## src/rtl/gen_pad_reader.sv

```systemverilog
// Mega Drive 3/6-button pad reader: drives TH through the 8-phase select
// sequence, samples the pad lines per phase and publishes decoded buttons.
module gen_pad_reader #(
   parameter int SETTLE = 8,
   parameter int GAP    = 12000
) (
   input  logic       CLK,
   input  logic       RESET_N,
   input  logic       CE,
   input  logic       START,
   input  logic [5:0] PAD_IN,
   output logic       PAD_TH,
   output logic       BUSY,
   output logic       VALID,
   output logic       PRESENT,
   output logic       SIX_BTN,
   output logic       P_UP,
   output logic       P_DOWN,
   output logic       P_LEFT,
   output logic       P_RIGHT,
   output logic       P_A,
   output logic       P_B,
   output logic       P_C,
   output logic       P_START,
   output logic       P_X,
   output logic       P_Y,
   output logic       P_Z,
   output logic       P_MODE
);

   localparam int CW = $clog2(GAP + 1);
   localparam logic [CW-1:0] SETTLE_LAST = CW'(SETTLE - 1);
   localparam logic [CW-1:0] GAP_LAST    = CW'(GAP - 1);

   typedef enum logic [1:0] {IDLE, STEP, GAP_WAIT} state_t;

   state_t        state, state_n;
   logic [2:0]    step, step_n;
   logic [CW-1:0] cnt, cnt_n;
   logic          pending, pending_n;
   logic          sample, commit;

   logic [5:0]    sync1, sync2;
   logic [5:0]    raw;

   // Shadow bits, order {mode,z,y,x,start,c,b,a,right,left,down,up}
   logic [11:0]   sh_btn;
   logic          sh_pres, sh_six;
   logic [11:0]   btn;
   logic          valid_q, present_q, six_q;

   // Pad lines are asynchronous to CLK; the synchronizer runs every cycle
   always_ff @(posedge CLK or negedge RESET_N) begin
      if (!RESET_N) begin
         sync1 <= 6'h3F;
         sync2 <= 6'h3F;
      end else begin
         sync1 <= PAD_IN;
         sync2 <= sync1;
      end
   end

   assign raw = ~sync2;

   always_ff @(posedge CLK or negedge RESET_N) begin
      if (!RESET_N) begin
         state   <= IDLE;
         step    <= 3'd0;
         cnt     <= '0;
         pending <= 1'b0;
      end else begin
         state   <= state_n;
         step    <= step_n;
         cnt     <= cnt_n;
         pending <= pending_n;
      end
   end

   always_comb begin
      state_n   = state;
      step_n    = step;
      cnt_n     = cnt;
      pending_n = pending;
      sample    = 1'b0;
      commit    = 1'b0;
      if (CE) begin
         case (state)
            IDLE: begin
               if (START || pending) begin
                  pending_n = 1'b0;
                  step_n    = 3'd0;
                  cnt_n     = '0;
                  state_n   = STEP;
               end
            end
            STEP: begin
               if (START) pending_n = 1'b1;
               if (cnt == SETTLE_LAST) begin
                  sample = 1'b1;
                  cnt_n  = '0;
                  step_n = step + 3'd1;
                  if (step == 3'd7) begin
                     commit  = 1'b1;
                     state_n = GAP_WAIT;
                  end
               end else begin
                  cnt_n = cnt + 1'b1;
               end
            end
            GAP_WAIT: begin
               if (START) pending_n = 1'b1;
               if (cnt == GAP_LAST) begin
                  cnt_n   = '0;
                  state_n = IDLE;
               end else begin
                  cnt_n = cnt + 1'b1;
               end
            end
            default: state_n = IDLE;
         endcase
      end
   end

   assign PAD_TH = (state == STEP) ? ~step[0] : 1'b1;
   assign BUSY   = (state != IDLE);

   always_ff @(posedge CLK or negedge RESET_N) begin
      if (!RESET_N) begin
         sh_btn  <= 12'h000;
         sh_pres <= 1'b0;
         sh_six  <= 1'b0;
      end else if (sample) begin
         case (step)
            3'd0: begin
               sh_btn[3:0] <= raw[3:0];
               sh_btn[5]   <= raw[4];
               sh_btn[6]   <= raw[5];
            end
            3'd1: begin
               // TH low on any Mega Drive pad forces D3/D2 low
               sh_pres   <= (sync2[3:2] == 2'b00);
               sh_btn[4] <= raw[4];
               sh_btn[7] <= raw[5];
            end
            3'd5: sh_six <= sh_pres & (sync2[3:0] == 4'b0000);
            3'd6: begin
               sh_btn[10] <= raw[0];
               sh_btn[9]  <= raw[1];
               sh_btn[8]  <= raw[2];
               sh_btn[11] <= raw[3];
            end
            default: ;
         endcase
      end
   end

   // Results move only on commit so a partial sequence never leaks out
   always_ff @(posedge CLK or negedge RESET_N) begin
      if (!RESET_N) begin
         btn       <= 12'h000;
         present_q <= 1'b0;
         six_q     <= 1'b0;
         valid_q   <= 1'b0;
      end else begin
         valid_q <= commit;
         if (commit) begin
            present_q <= sh_pres;
            six_q     <= sh_six;
            if (!sh_pres)
               btn <= 12'h000;
            else if (sh_six)
               btn <= sh_btn;
            else
               btn <= {4'b0000, sh_btn[7:0]};
         end
      end
   end

   assign VALID   = valid_q;
   assign PRESENT = present_q;
   assign SIX_BTN = six_q;
   assign {P_MODE, P_Z, P_Y, P_X, P_START, P_C, P_B, P_A,
           P_RIGHT, P_LEFT, P_DOWN, P_UP} = btn;

endmodule

```

## config.mk

```make
export PLATFORM = sky130hd
export DESIGN_NAME = gen_pad_reader
export DESIGN_NICKNAME = d
export VERILOG_FILES = /design/src/rtl/gen_pad_reader.sv
export SDC_FILE = /design/constraint.sdc
export NUM_CORES = 1
export LEC_CHECK = 0
export BUFFER_PORTS_ARGS = -buffer_cell sky130_fd_sc_hd__buf_2
export CAP_MARGIN = 40
export CORE_MARGIN = 1
export CORE_UTILIZATION = 25
export DETAILED_ROUTE_END_ITERATION = 12
export GPL_TIMING_DRIVEN = 0
export SLEW_MARGIN = 20
export SYNTH_ARGS = -nofsm -noshare
export SYNTH_HDL_FRONTEND = slang
export SYNTH_SLANG_ARGS = --single-unit
```

## constraint.sdc

```tcl
create_clock -name CLK -period 2.2 [get_ports CLK]
set_input_delay 0.55 -clock CLK [delete_from_list [all_inputs] [get_ports CLK]]
set_output_delay 0.55 -clock CLK [all_outputs]
set_load 0.02 [all_outputs]
```

==> metrics.md, run 1 <==
| Metric | Value |
|---|---|
| Status | finished, final reports clean |
| DIE AREA | 0.0117 sq mm |
| Total wire length | 5670 um |
| Most frequent cells in the layout | dfrtp_1 (48), buf_2 (26), nand2_1 (20) |
| Initial antenna violation count | 0 |
| Sw power | 616 uW |
| Seq pwr share | 49.6% |
| Clk_skew | 12.5 ps |
| Syn-to-layout area delta | 21.4% |
| Core Area | 0.0109 sq mm |
| Worst-path clk slew | 70 ps |
| Maximum vdd drop | 0.303 mV |
| Hold crit path type | primary input to asynchronous set/reset pin |
| DRC errors left | 0 |
| Crit Path Class | flop to flop |
| Max clock buf depth | 2 |
| Hold Fails Final Rpt | 0 |
| Finish-stage setup viols | 0 |
| Horiz. Die Dim | 108 um |
| Synthesized flop and latch total | 61 |
| CTS root buf | clkbuf_8 |
| Total CTS buffers | 9 |
| Post-synth EDFFs | 0 |
| Static leakage | 0.00162 uW |
| Critical Path Sink Type | flop |
| CTS tree | done |
| Final nets | 306 |
| Max stage delay on crit path | 510 ps |
| Commonest non-fill, non-tap cell in the layout | dfrtp_1 |
| I/O Buffers | 26 |
| WP data arrival | 2370 ps |
| Final std cells w/o fill | 431 |
| Top_reg_cell synth | dfrtp_1 |
| YS warnings | 0 |
| Reg2Reg Depth | 6 |
| CP cell instances | ha_1, and2_1, a41o_1, a21bo_2, or4_1, nand3_1 |
| CP required | 2470 ps |
| Mapped cell area | 0.00281 sq mm |
| Grt ovf | 0 |
| Worst-path fanout max | 7 |
| CP max-delay cell | or4_1 |
| Period Utilization, post-route | 95.8% |
| Final max-slew violation count | 0 |
| DP HPWL | 3920 um |
| RR Endpoint | cnt[9] |
| Skew-Pair Late Insertion Delay | 340 ps |
| DR pass1 iterations | 4 |
| ANT cells | 0 |
| Part of the power in the clock network | 42.8% |
| Routed Antenna Nets | 0 |
| Syn_nets | 267 |
| Async SR Flop Fraction | 100% |
| Tmin final | 2110 ps |
| RSZ-0062 raised after global routing | true |
| Max_cap viols | 0 |
| Total internal power | 1940 uW |
| Final Util | 31.4% |
| Placed Instances | 413 |
| WL per Instance | 13.2 um |
| CP Launch Point | cnt[0] |
| Initial core utilization | 25.8% |
| Achievable frequency | 0.474 GHz |
| Post-synth cell types | 47 |
| Syn Inst Count | 247 |
| Initial DRC Count | 125 |
| Combinational share of power | 7.6% |
| Switching share of power | 24.1% |
| Slew headroom | 63.4% |
| CTS HTree Levels | 3 |
| Cts hold-fix bufs | 0 |
| Share of cells above drive strength 1 | 30.9% |
| Pin count of the biggest net entering global routing | 62 |
| Vias | 2005 |
| Worst-margin pin slew | 545 ps |
| Row count | 38 |
| Setup slack, reg-to-reg | 90 ps |
| Power density over the cells | 749 mW/mm^2 |
| # IOs | 27 |
| First-pass GRT wire length | 9660 um |
| CP Launch Type | flop |
| Die height | 108 um |
| Tot GR Track Use | 10.7% |
| Vias per cell | 4.65 |
| Gpl congestion | 0.804 |
| Vias in the first global route | 1971 |
| Post-synthesis average cell area | 11.4 sq um |
| Register area share after synthesis | 54.8% |
| CTS sink cnt | 61 |
| R2r startpoint | cnt[0] |
==> cell type report <==
cell class / count / area (sq um)
Fill cell: 1092 / 7470
Multi-Input combinational cell: 165 / 1220
Buffer: 7 / 43.8
Sequential cell: 61 / 1540
Clock inverter: 4 / 72.6
Tap cell: 140 / 175
Clock buffer: 12 / 145
Inverter: 14 / 52.6
Timing Repair Buffer: 28 / 168
==> worst max-delay path by stage <==
stage,to,slack (ps),depth (start not counted)
2_1_floorplan,cnt[13],260,8
3_3_place_gp,cnt[13],4,8
3_5_place_dp,cnt[11],-30,8
4_1_cts,cnt[11],30,6
5_1_grt,cnt[6],-10,6
6_report,cnt[9],90,6
==> power groups by stage <==
stage	logic, uW	registers (uW)	clock network (uW)
floorplan	130	1260	0
global placement	180	1280	0
detailed placement	185	1280	0
CTS	188	1260	1120
global route	221	1280	1190
finish	194	1270	1100
==> critical path: cells and delay by family (launching register included) <==
family,cells,cell delay [ps]
DFF,1,410
adders and majority gates,1,240
AOI/OAI and AO/OA,2,600
and+or+nand+nor,3,810
==> timing repair <==
item	CTS	global route
hold endpoints to repair	0	0
setup endpoints to repair	4	20
resized for setup	1	12
buffers inserted	0	1
==> layer usage <==
metal / GRT usage [%] / wire length [um] / vias up / share of wire (%)
met5: 0 / 0 / - / 0
met4: 4.70 / 85 / 0 / 1.5
met3: 2.83 / 194 / 8 / 3.4
met2: 15.3 / 2560 / 35 / 45
met1: 14.9 / 2830 / 994 / 50
li1: - / - / 968 / -
==> cell usage after synthesis, drive strengths merged, types with 2 or more instances <==
cell	n	area [sq um]
mux2i	6	60.1
or3	3	23.8
buf	3	17.5
dfrtp	49	1230
a22o	8	70.1
a21oi	9	45.0
ha	10	125
nand2b	2	12.5
nand4	12	75.1
dfstp	12	315
clkbuf	4	16.3
nor4	3	31.3
a31oi	4	25.0
o31ai	4	30.0
nor2	17	63.8
inv	14	52.6
mux2	9	109
nor3	5	25.0
o21ai	7	35.0
nor2b	2	12.5
nand3	6	30.0
and3	7	43.8
nand2	21	81.3
and2	4	25.0
a21o	3	22.5
a21bo	9	90.1
==> metrics by stage <==
stage / cell area (sq um) / hold WS (ps) / setup WS, ps / power [uW] / TNS (ps)
2_1_floorplan: 2810 / 254 / 261 / 1390 / 0
3_3_place_gp: 3120 / 347 / 3.70 / 1460 / 0
3_5_place_dp: 3120 / 347 / -28.5 / 1470 / -81.4
4_1_cts: 3340 / 303 / 27.5 / 2570 / 0
5_1_grt: 3420 / 13.0 / -13.2 / 2680 / -14.0
6_report: 3420 / 27.2 / 91.7 / 2560 / 0
==> cell families (layout without fill, tap and decap cells) <==
| group | Yosys count | in the layout | synth area share, % |
|---|---|---|---|
| and+or+nand+nor | 90 | 90 | 17.7 |
| adders and majority gates | 10 | 10 | 4.45 |
| muxes | 15 | 15 | 6.00 |
| buffers and inverters | 21 | 65 | 3.07 |
| DFF | 61 | 61 | 54.8 |
| AOI/OAI and AO/OA | 50 | 50 | 14.0 |
==> registers in the layout, summed over array words and instances (netlist names) <==
register  cells
SIX_BTN       1
sync2         6
sync1         6
cnt          14
PRESENT       1
VALID         1
step          3
btn          12
state         2
sh_six        1
sh_pres       1
sh_btn       12
pending       1
No activity file was read; power rests on OpenSTA's default activity.
==> run 2: changes to the inputs <==
--- a/config.mk
+++ b/config.mk
@@ -7,10 +7,10 @@
 export LEC_CHECK = 0
 export BUFFER_PORTS_ARGS = -buffer_cell sky130_fd_sc_hd__buf_2
 export CAP_MARGIN = 40
-export CORE_MARGIN = 1
 export CORE_UTILIZATION = 25
+export CTS_BUF_LIST = sky130_fd_sc_hd__clkbuf_8
 export DETAILED_ROUTE_END_ITERATION = 12
-export GPL_TIMING_DRIVEN = 0
+export GPL_TIMING_DRIVEN = 1
 export SLEW_MARGIN = 20
 export SYNTH_ARGS = -nofsm -noshare
 export SYNTH_HDL_FRONTEND = slang
==> run 2 against run 1 <==
Net effect:
- register-to-register slack about the same
- setup slack better by 15 ps
- clock power up 6%
- clock skew down 4.0 ps
- wire length up 0.60%
- final cell count up 0.93%
- critical path depth unchanged
- power up 3.3%
- sequential power about the same
- sequential share of layout area down 0.27 points
==> metrics.md, run 2 (synthesis results as in run 1) <==
| Metric | Value |
|---|---|
| Power density over the cells | 769 mW/mm^2 |
| Slew headroom | 69.0% |
| Number of flip-flops in the largest register | 14 |
| Max_cap viols | 0 |
| Setup slack, reg-to-reg | 110 ps |
| Critical Path Sink Type | flop |
| Achievable frequency | 0.478 GHz |
| Pin count of the biggest net entering global routing | 43 |
| Cts hold-fix bufs | 0 |
| Row count | 38 |
| Critical Path End | cnt[9] |
| DIE AREA | 0.0117 sq mm |
| Biggest register | cnt |
| Static leakage | 0.00166 uW |
| Initial antenna violation count | 0 |
| Routed Antenna Nets | 0 |
| Skew-Pair Late Insertion Delay | 340 ps |
| Reg2Reg Depth | 6 |
| Multi-input gate area | 0.00119 sq mm |
| RSZ-0062 raised after global routing | false |
| R2r startpoint | cnt[0] |
| Flip-flop and latch area | 0.00154 sq mm |
| Initial core utilization | 25.8% |
| Syn-to-layout area delta | 22.1% |
| Hold crit path type | primary input to asynchronous set/reset pin |
| Gpl congestion | 0.806 |
| Tmin final | 2090 ps |
| Worst-path clk slew | 70 ps |
| Largest registers | cnt x14, btn x12, sh_btn x12 |
| First-pass GRT wire length | 9730 um |
| CTS sink cnt | 61 |
| Share of cells above drive strength 1 | 31.9% |
| Horiz. Die Dim | 108 um |
| Initial DRC Count | 146 |
| ANT cells | 0 |
| Status | finished, final reports clean |
| Most frequent cells in the layout | dfrtp_1 (49), buf_2 (26), nand2_1 (20) |
| Tot GR Track Use | 10.9% |
| CTS tree | done |
| Worst-margin pin slew | 465 ps |
| DRC errors left | 0 |
| Commonest non-fill, non-tap cell in the layout | dfrtp_1 |
| DR pass1 iterations | 4 |
| # IOs | 27 |
| Vias per cell | 4.58 |
| Finish-stage setup viols | 0 |
| CP required | 2480 ps |
| Period Utilization, post-route | 95.2% |
| Max clock buf depth | 2 |
| RR Endpoint | cnt[9] |
| Final max-slew violation count | 0 |
| WL per Instance | 13.1 um |
| # fillers | 1082 |
| Total wire length | 5700 um |
| Final nets | 310 |
| CP Launch Type | flop |
| Vias in the first global route | 2072 |
| Grt ovf | 0 |
| CTS root buf | clkbuf_8 |
| Total CTS buffers | 9 |
| Die height | 108 um |
| Maximum vdd drop | 0.496 mV |
| I/O Buffers | 26 |
| DP HPWL | 4100 um |
| CTS HTree Levels | 3 |
| Vias | 1991 |
| WP data arrival | 2370 ps |
| CP Launch Point | cnt[0] |
| Final setup TNS | 0 ps |
| Crit Path Class | flop to flop |
| Hold Fails Final Rpt | 0 |
| Final Util | 31.5% |
| Worst-path fanout max | 7 |
| Clk_skew | 8.55 ps |
| Core Area | 0.0109 sq mm |
-- run 2: changes by cell type in the layout (fill, tap and decap cells not counted), sizes merged --
cell	previous run	this run
bufinv	2	3
clkinv	1	2
clkinvlp	1	0
inv	14	16
buf	31	39
clkbuf	16	9
-- run 2: what timing repair did --
item / CTS / global route
gates resized for setup: 0 / 2
endpoints found under the setup margin: 0 / 11
setup buffers: 0 / 0
-- run 2: stage by stage --
step / instances / total power, uW / hold WS [ps] / setup WS (ps) / instance area, sq um
detailed placement: 419 / 1490 / 347 / 115 / 3200
CTS: 435 / 2670 / 153 / 107 / 3430
finish: 435 / 2640 / 150 / 107 / 3430
global route: 435 / 2740 / 185 / 6.30 / 3430
global placement: 419 / 1480 / 345 / 133 / 3200
floorplan: 247 / 1390 / 254 / 261 / 2810
-- run 2: how the worst min path moves through the flow --
stage,cells after the start,slack (ps),startpoint,end
after global routing,1,190,RESET_N,cnt[5]
after CTS,1,150,RESET_N,cnt[5]
after floorplan,0,250,RESET_N,PRESENT
final,1,150,RESET_N,cnt[5]
after global placement,0,350,sync1[4],sync2[4]
after detailed placement,0,350,sync1[2],sync2[2]
-- run 2: where the power goes --
part           total, uW  internal, uW  switching [uW]
combinational        220          98.8             121
clock               1170           740             433
sequential          1250          1190            63.6
-- run 2: cell type report --
| cell class | instances | share of cell area, % |
|---|---|---|
| Tap cell | 140 | 5.10 |
| Clock buffer | 9 | 3.61 |
| Clock inverter | 7 | 3.13 |
| Inverter | 14 | 1.53 |
| Multi-Input combinational cell | 165 | 34.8 |
| Timing Repair Buffer | 39 | 6.99 |
| Sequential cell | 61 | 44.9 |
-- run 2: routing by layer --
layer  vias to the layer above  routed length, um  part of all wire (%)  track usage, %
li1                        979                  -                     -               -
met1                       961               2810                    49            14.1
met2                        39               2590                    45            16.0
met3                        12                181                   3.2            2.89
met4                         0                126                   2.2            6.75
met5                         -                  0                     0               0
-- run 2: critical path, stage by stage (launching register included) --
cell	delay [ps]
dfrtp_1	400
ha_1	230
and2_1	200
a41o_1	310
a21bo_2	280
or4_1	510
nand3_1	90
